$ cat src/rtl/bus_arbiter.sv
// Two-master round-robin bus arbiter: grants, decodes the slave ID, holds the bus until done or timeout.
// Latency: req -> grant 1 cycle, slv_sel/bus_valid +1, earliest ack +2; requesters stall by holding req until ack/err.
module bus_arbiter #(
   parameter int ADDR_W         = 16,
   parameter int TIMEOUT_CYCLES = 16,
   parameter int CNT_W          = 8
) (
   input  logic              clk,
   input  logic              rstn,
   input  logic              m1_req,
   input  logic              m1_mode,
   input  logic [ADDR_W-1:0] m1_addr,
   input  logic              m2_req,
   input  logic              m2_mode,
   input  logic [ADDR_W-1:0] m2_addr,
   input  logic              slv_done,
   output logic              m1_grant,
   output logic              m2_grant,
   output logic [ADDR_W-1:0] bus_addr,
   output logic              bus_mode,
   output logic              bus_valid,
   output logic [2:0]        slv_sel,
   output logic              m1_ack,
   output logic              m2_ack,
   output logic              m1_err,
   output logic              m2_err
);

   typedef enum logic [1:0] {S_IDLE, S_ADDR, S_DATA, S_RELEASE} state_t;

   state_t            state, state_nxt;
   logic [1:0]        rst_sync;
   logic              rst_n_int;
   logic              last_m2, last_m2_nxt;
   logic              win_m2;
   logic [CNT_W-1:0]  cnt, cnt_nxt;
   logic [3:0]        slv_id;
   logic [2:0]        sel_dec;
   logic              m1_grant_nxt, m2_grant_nxt, bus_mode_nxt, bus_valid_nxt;
   logic [ADDR_W-1:0] bus_addr_nxt;
   logic [2:0]        slv_sel_nxt;
   logic              m1_ack_nxt, m2_ack_nxt, m1_err_nxt, m2_err_nxt;

   // Assert asynchronously, release only after two clean clock edges.
   always_ff @(posedge clk or negedge rstn) begin
      if (!rstn) rst_sync <= 2'b00;
      else       rst_sync <= {rst_sync[0], 1'b1};
   end
   assign rst_n_int = rst_sync[1];

   assign slv_id = bus_addr[ADDR_W-1 -: 4];

   always_ff @(posedge clk or negedge rst_n_int) begin
      if (!rst_n_int) begin
         state     <= S_IDLE;
         last_m2   <= 1'b1;
         cnt       <= '0;
         m1_grant  <= 1'b0;
         m2_grant  <= 1'b0;
         bus_addr  <= '0;
         bus_mode  <= 1'b0;
         bus_valid <= 1'b0;
         slv_sel   <= 3'b000;
         m1_ack    <= 1'b0;
         m2_ack    <= 1'b0;
         m1_err    <= 1'b0;
         m2_err    <= 1'b0;
      end else begin
         state     <= state_nxt;
         last_m2   <= last_m2_nxt;
         cnt       <= cnt_nxt;
         m1_grant  <= m1_grant_nxt;
         m2_grant  <= m2_grant_nxt;
         bus_addr  <= bus_addr_nxt;
         bus_mode  <= bus_mode_nxt;
         bus_valid <= bus_valid_nxt;
         slv_sel   <= slv_sel_nxt;
         m1_ack    <= m1_ack_nxt;
         m2_ack    <= m2_ack_nxt;
         m1_err    <= m1_err_nxt;
         m2_err    <= m2_err_nxt;
      end
   end

   always_comb begin
      state_nxt     = state;
      last_m2_nxt   = last_m2;
      cnt_nxt       = cnt;
      win_m2        = 1'b0;
      sel_dec       = 3'b000;
      m1_grant_nxt  = m1_grant;
      m2_grant_nxt  = m2_grant;
      bus_addr_nxt  = bus_addr;
      bus_mode_nxt  = bus_mode;
      bus_valid_nxt = bus_valid;
      slv_sel_nxt   = slv_sel;
      m1_ack_nxt    = 1'b0;
      m2_ack_nxt    = 1'b0;
      m1_err_nxt    = 1'b0;
      m2_err_nxt    = 1'b0;
      case (state)
         S_IDLE: begin
            if (m1_req || m2_req) begin
               // M2 wins when alone, or when both ask and M1 was served last.
               win_m2       = m2_req && (!m1_req || !last_m2);
               m1_grant_nxt = !win_m2;
               m2_grant_nxt = win_m2;
               bus_addr_nxt = win_m2 ? m2_addr : m1_addr;
               bus_mode_nxt = win_m2 ? m2_mode : m1_mode;
               last_m2_nxt  = win_m2;
               state_nxt    = S_ADDR;
            end
         end
         S_ADDR: begin
            case (slv_id)
               4'd0:    sel_dec = 3'b001;
               4'd1:    sel_dec = 3'b010;
               4'd2:    sel_dec = 3'b100;
               default: sel_dec = 3'b000;
            endcase
            if (sel_dec != 3'b000) begin
               slv_sel_nxt   = sel_dec;
               bus_valid_nxt = 1'b1;
               cnt_nxt       = '0;
               state_nxt     = S_DATA;
            end else begin
               m1_grant_nxt = 1'b0;
               m2_grant_nxt = 1'b0;
               m1_err_nxt   = m1_grant;
               m2_err_nxt   = m2_grant;
               state_nxt    = S_RELEASE;
            end
         end
         S_DATA: begin
            // A done strobe on the timeout cycle still counts as success.
            if (slv_done || cnt == CNT_W'(TIMEOUT_CYCLES - 1)) begin
               m1_ack_nxt    = slv_done && m1_grant;
               m2_ack_nxt    = slv_done && m2_grant;
               m1_err_nxt    = !slv_done && m1_grant;
               m2_err_nxt    = !slv_done && m2_grant;
               m1_grant_nxt  = 1'b0;
               m2_grant_nxt  = 1'b0;
               bus_valid_nxt = 1'b0;
               slv_sel_nxt   = 3'b000;
               state_nxt     = S_RELEASE;
            end else begin
               cnt_nxt = cnt + CNT_W'(1);
            end
         end
         S_RELEASE: state_nxt = S_IDLE;
         default:   state_nxt = S_IDLE;
      endcase
   end

endmodule

$ cat config.mk
export PLATFORM = sky130hd
export DESIGN_NAME = bus_arbiter
export DESIGN_NICKNAME = d
export VERILOG_FILES = /design/src/rtl/bus_arbiter.sv
export SDC_FILE = /design/constraint.sdc
export NUM_CORES = 1
export LEC_CHECK = 0
export CAP_MARGIN = 20
export CORE_MARGIN = 2
export CORE_UTILIZATION = 34
export CTS_BUF_LIST = sky130_fd_sc_hd__clkbuf_2
export CTS_CLUSTER_DIAMETER = 40
export DETAILED_ROUTE_END_ITERATION = 8
export PLACE_DENSITY_LB_ADDON = 0.3
export SYNTH_ARGS = -nofsm -noshare
export SYNTH_HDL_FRONTEND = slang
export SYNTH_SLANG_ARGS = --single-unit
$ cat constraint.sdc
create_clock -name clk -period 1.7 [get_ports clk]
set_clock_uncertainty 0.2 [all_clocks]
set_input_delay 0.34 -clock clk [delete_from_list [all_inputs] [get_ports clk]]
set_output_delay 0.34 -clock clk [all_outputs]
set_load 0.03 [all_outputs]
======== Word-level counts from Yosys, hierarchy flattened ========
Index checks and enable logic that the tools add are counted.
operators by class
  muxes and demuxes ....................... 32
  eq/ne operators ......................... 11
  reduce and logical (&&, ||, !) cells .... 22
  add/sub/neg operators ................... 1
operator list
  kind                                                              count
  16-bit 2-to-1 mux                                                 1
  8-bit 2-to-1 mux                                                  2
  8-bit case mux with 2 select lines                                1
  1-bit 2-to-1 mux                                                  15
  2-bit inequality test (second input constant)                     5
  3-bit 2-to-1 mux                                                  3
  3-bit case mux with 3 select lines                                1
  8-bit by 1-bit adder with 8-bit output (second input constant)    1
  8-bit by 4-bit == test with 1-bit output (second input constant)  1
  2-bit case mux with 4 select lines                                1
  1-bit case mux with 2 select lines                                3
  1-bit case mux with 3 select lines                                2
  3-bit case mux with 2 select lines                                1
  3-bit AND reduction                                               2
  3-bit nonzero test                                                2
  1-bit logical AND                                                 5
  2-bit == test (second input constant)                             2
  4-bit by 1-bit == test with 1-bit output (second input constant)  1
  4-bit by 2-bit == test with 1-bit output (second input constant)  1
  1-bit logical NOT                                                 4
  4-bit logical NOT                                                 1
  2-bit 2-to-1 mux                                                  2
  2-bit AND reduction                                               2
  4-bit AND reduction                                               1
  4 further kinds                                                   6
word-level totals
  output and inout port bits .............. 27
  register bits after elaboration ......... 40
  input port bits ......................... 39
  logic and storage cells ................. 80

======== Depth between registers and ports, before layout ========
  word-level depth ........................ 6
  mapped depth ............................ 6
  depth with buffers taken out ............ 6

======== Worst setup path before layout ========
No wires, ideal clock.
  path type ............................... register -> register
  start ................................... register state[0]
  end ..................................... register cnt[3]
  arrival ................................. 1.816 ns
  buffers on the path ..................... 0
  slack ................................... -0.455 ns
  stages on the path, launching flop included .. 7
  required time ........................... 1.360 ns
  period minus slack after synthesis ...... 2.155 ns
  library setup time ...................... 0.140 ns
  cells stage by stage .................... dfrtp_1 -> inv_1 -> ha_1 -> nor4b_1 -> nand2_1 -> o311ai_0 -> o41ai_1
between the ends
  word-level cells in the longest chain between the ends .. 3
  elaborated cells between the ends (all ways) .. 7
  classes of those cells .................. eq/ne (4); mux (1); reduce/logical (2)
ends and longest elaborated chain
  item                                                                          line  source
  from (decl)                                                                   31    state_t state, state_nxt;
  from (signal assigned)                                                        69    state <= state_nxt;
  2-bit == test or 2-bit by 1-bit == test with 1-bit output (tied branches)     101   case (state)
  2-bit inequality test (no source line) or 2-bit nonzero test (tied branches)  -
  3-bit AND reduction (no source line)                                          -
  to (signal assigned)                                                          71    cnt <= cnt_nxt;
  to (decl)                                                                     36    logic [CNT_W-1:0] cnt, cnt_nxt;
Parallel ways exist; a longest one is shown, timed or not.
A chain may end at the register's enable or synchronous reset.

======== Worst setup path in the final report ========
  start ................................... register state[1]
  end ..................................... register cnt[7]
Same word-level chain as after synthesis.

==> flow_metrics.env <==
export IMPL_gr_total_overflow=0
export IMPL_period_needed_ps=2130
export IMPL_powerDensity_nw_per_um2=1630
export IMPL_die_w_um=80.1
export IMPL_slew_violations=0
export IMPL_setup_viol=21
export IMPL_slowest_stage="dfrtp_1"
export IMPL_status="complete, but fails checks"
export IMPL_ios=66
export IMPL_arrival_ps=2270
export IMPL_syn2layout_area_growth_pct=69.0
export IMPL_nFillCells=500
export IMPL_cpPeakStageDelay_ps=480
export IMPL_design_area_um2=3330
export IMPL_place_hpwl_mm=3.78
export IMPL_synth_edf_count=0
export IMPL_critPathKind="reg -> reg"
export IMPL_cts_made_buffers=5
export IMPL_post_place_ws_ps=-443
export IMPL_worst_slack_ps=-435
export IMPL_fp_dieH_um=80.1
export IMPL_ys_seq_elements=40
export IMPL_cts_htree_levels=2
export IMPL_worstPathRequired_ps=1830
export IMPL_cts_num_sinks=40
export IMPL_dpl_cell_count=354
export IMPL_core_area_um2=5540
export IMPL_cap_violations=0
export IMPL_first_pass_iters=4
export IMPL_utilization=0.601
export IMPL_cts_buffer_depth=2
export IMPL_syn_area_um2=1970
export IMPL_ant_nets=0
export IMPL_finalWeightedCongestion=0.792
export IMPL_grt_util_all_layers=0.184
export IMPL_worst_path_stages=5
export IMPL_seq_area_frac_synth=0.509
export IMPL_clock_latency_ps=430
export IMPL_synthArstFlopShare=1.00
export IMPL_grt_max_degree=23
export IMPL_start_kind="register"
export IMPL_root_buffer="clkbuf_2"
export IMPL_r2r_cells=5
export IMPL_rsz0062_at_grt="true"
export IMPL_crit_buf_inv=0
export IMPL_whs_ps=36.3
export IMPL_die_area_um2=6420
export IMPL_hold_viol=0
export IMPL_drc_errors=0
export IMPL_syn_nets=227
export IMPL_synth_area_per_cell_um2=10.8
export IMPL_crit_path_cell_trace="ha_4, and4_4, a211o_4, or4_1, a21boi_1"
export IMPL_antenna_found_initial=0
export IMPL_hold_class="reg -> async"
export IMPL_drtIter0Drc=71
export IMPL_vias=1880
export IMPL_irDropWorstVdd_uv=738
export IMPL_wl_mm=5.61
export IMPL_cts_tree="yes"
export IMPL_antennaDiodeCount=0
export IMPL_rows=27
export IMPL_synth_ff_type="dfrtp_1"
export IMPL_leakagePower_uw=0.00159
export IMPL_vias_per_cell=4.97
export IMPL_cp_end_kind="register"
export IMPL_regArea_um2=1010
export IMPL_grt_pass1_vias=1929
export IMPL_drive_above_1_share=0.402
export IMPL_fin_nets=349
export IMPL_max_clock_freq_ghz=0.468
export IMPL_io_buffer_count=65
export IMPL_critPathTopFamily="simple AND/OR/NAND/NOR gates"
export IMPL_synth_cells=183
export IMPL_wire_per_inst_um=14.8
export IMPL_dpl_cell_area_um2=3060
export IMPL_path_max_fanout=8
export IMPL_synth_warnings=0
export IMPL_multi_input_area_um2=1080
export IMPL_fin_crit_sh=1.26
export IMPL_clk_pin_slew_ps=240
export IMPL_start_util=0.356
export IMPL_yosys_cell_types_count=41
export IMPL_grt_pass1_wl_mm=8.99
export IMPL_fin_cells=378
export IMPL_violations="negative setup slack"
==> report_power, final <==
part	switching [uW]	total (uW)	internal [uW]	leakage, uW
clock network	341	436	95.2	0.0000226
logic	1800	3510	1710	0.00106
registers	198	1480	1290	0.000511
==> final timing paths <==
check	endpoint	slack [ps]	start
worst max-delay path	cnt[7]	-430	state[1]
worst min-delay path	bus_addr[15]	40	rst_sync[1]
worst max register to register	cnt[7]	-430	state[1]
worst min register to register	bus_addr[15]	40	rst_sync[1]
max in group asynchronous	rst_sync[0]	820	rstn
min in group clk	rst_sync[1]	200	rst_sync[0]
==> cells by family (layout without fill, tap and decap cells) <==
logic type               after synthesis  in the layout  synth area share
other                                  1              1           0.00190
multiplexers                          22             22             0.114
buffers and inverters                 10            133            0.0241
AND/OR/NAND/NOR                       60             60             0.164
AO/OA/AOI/OAI                         45             45             0.156
adder cells (fa/ha/maj)                5              5            0.0317
flip-flops                            40             40             0.509
==> sequential cells by signal, indices dropped and copies added (netlist names) <==
name	flops
m2_err	1
cnt	8
m1_ack	1
m1_err	1
bus_addr	16
last_m2	1
m2_grant	1
bus_mode	1
state	2
m1_grant	1
rst_sync	2
bus_valid	1
slv_sel	3
m2_ack	1
==> synth_stat cells, types with 4 or more instances <==
cell type | count | area (um2)
mux2i_1 | 19 | 190
o21ai_0 | 19 | 95.1
o31ai_1 | 4 | 30.0
nor2_1 | 5 | 18.8
dfrtp_1 | 39 | 976
inv_1 | 4 | 15.0
ha_1 | 5 | 62.6
a21boi_0 | 5 | 37.5
nand2_1 | 26 | 97.6
nand3_1 | 8 | 40.0
==> per-stage QoR <==
stage	power [uW]	TNS, ps
6_report	5430	-4540
5_1_grt	5770	-7180
4_1_cts	5470	-4230
3_5_place_dp	4500	-9400
3_3_place_gp	4430	-8500
2_1_floorplan	3090	-2220
==> area by class of cell <==
| cell class | count | area share |
|---|---|---|
| repair buffers | 121 | 0.328 |
| multi-input cells | 133 | 0.325 |
| flip-flops and latches | 40 | 0.302 |
| well taps | 72 | 0.0270 |
| clock buffers | 5 | 0.00751 |
| clock inverters | 3 | 0.00563 |
| inverters | 4 | 0.00451 |
==> timing repair <==
action                     CTS  global route
gates resized for setup    105            58
buffers inserted             5             8
hold buffers                 1             0
pin swaps                   10             6
setup endpoints to repair   47            62
hold endpoints to repair     2             0
cloned                       3             1
==> layer usage <==
metal / share of wire / global-route usage
met5: 0 / 0
met4: 0.014 / 0.0458
met3: 0.087 / 0.0674
met2: 0.52 / 0.338
met1: 0.38 / 0.199
==> layout by cell type (no fill, tap or decap), drive strengths merged, types with 4 or more instances in the layout <==
cell type,instances
buf,75
dfrtp,39
clkdlybuf4s50,38
nand2,26
o21ai,20
mux2i,19
clkbuf,12
nand3,8
a21boi,6
nor2,5
ha,5
o31ai,4
inv,4
and2,4
==> worst reg2reg max path: stages, from the launching register on <==
cell and delay, ps:
dfrtp_1 480, ha_4 200, and4_4 180, a211o_4 360
or4_1 480, a21boi_1 160
Note: power is estimated with default switching activity, not from simulation.
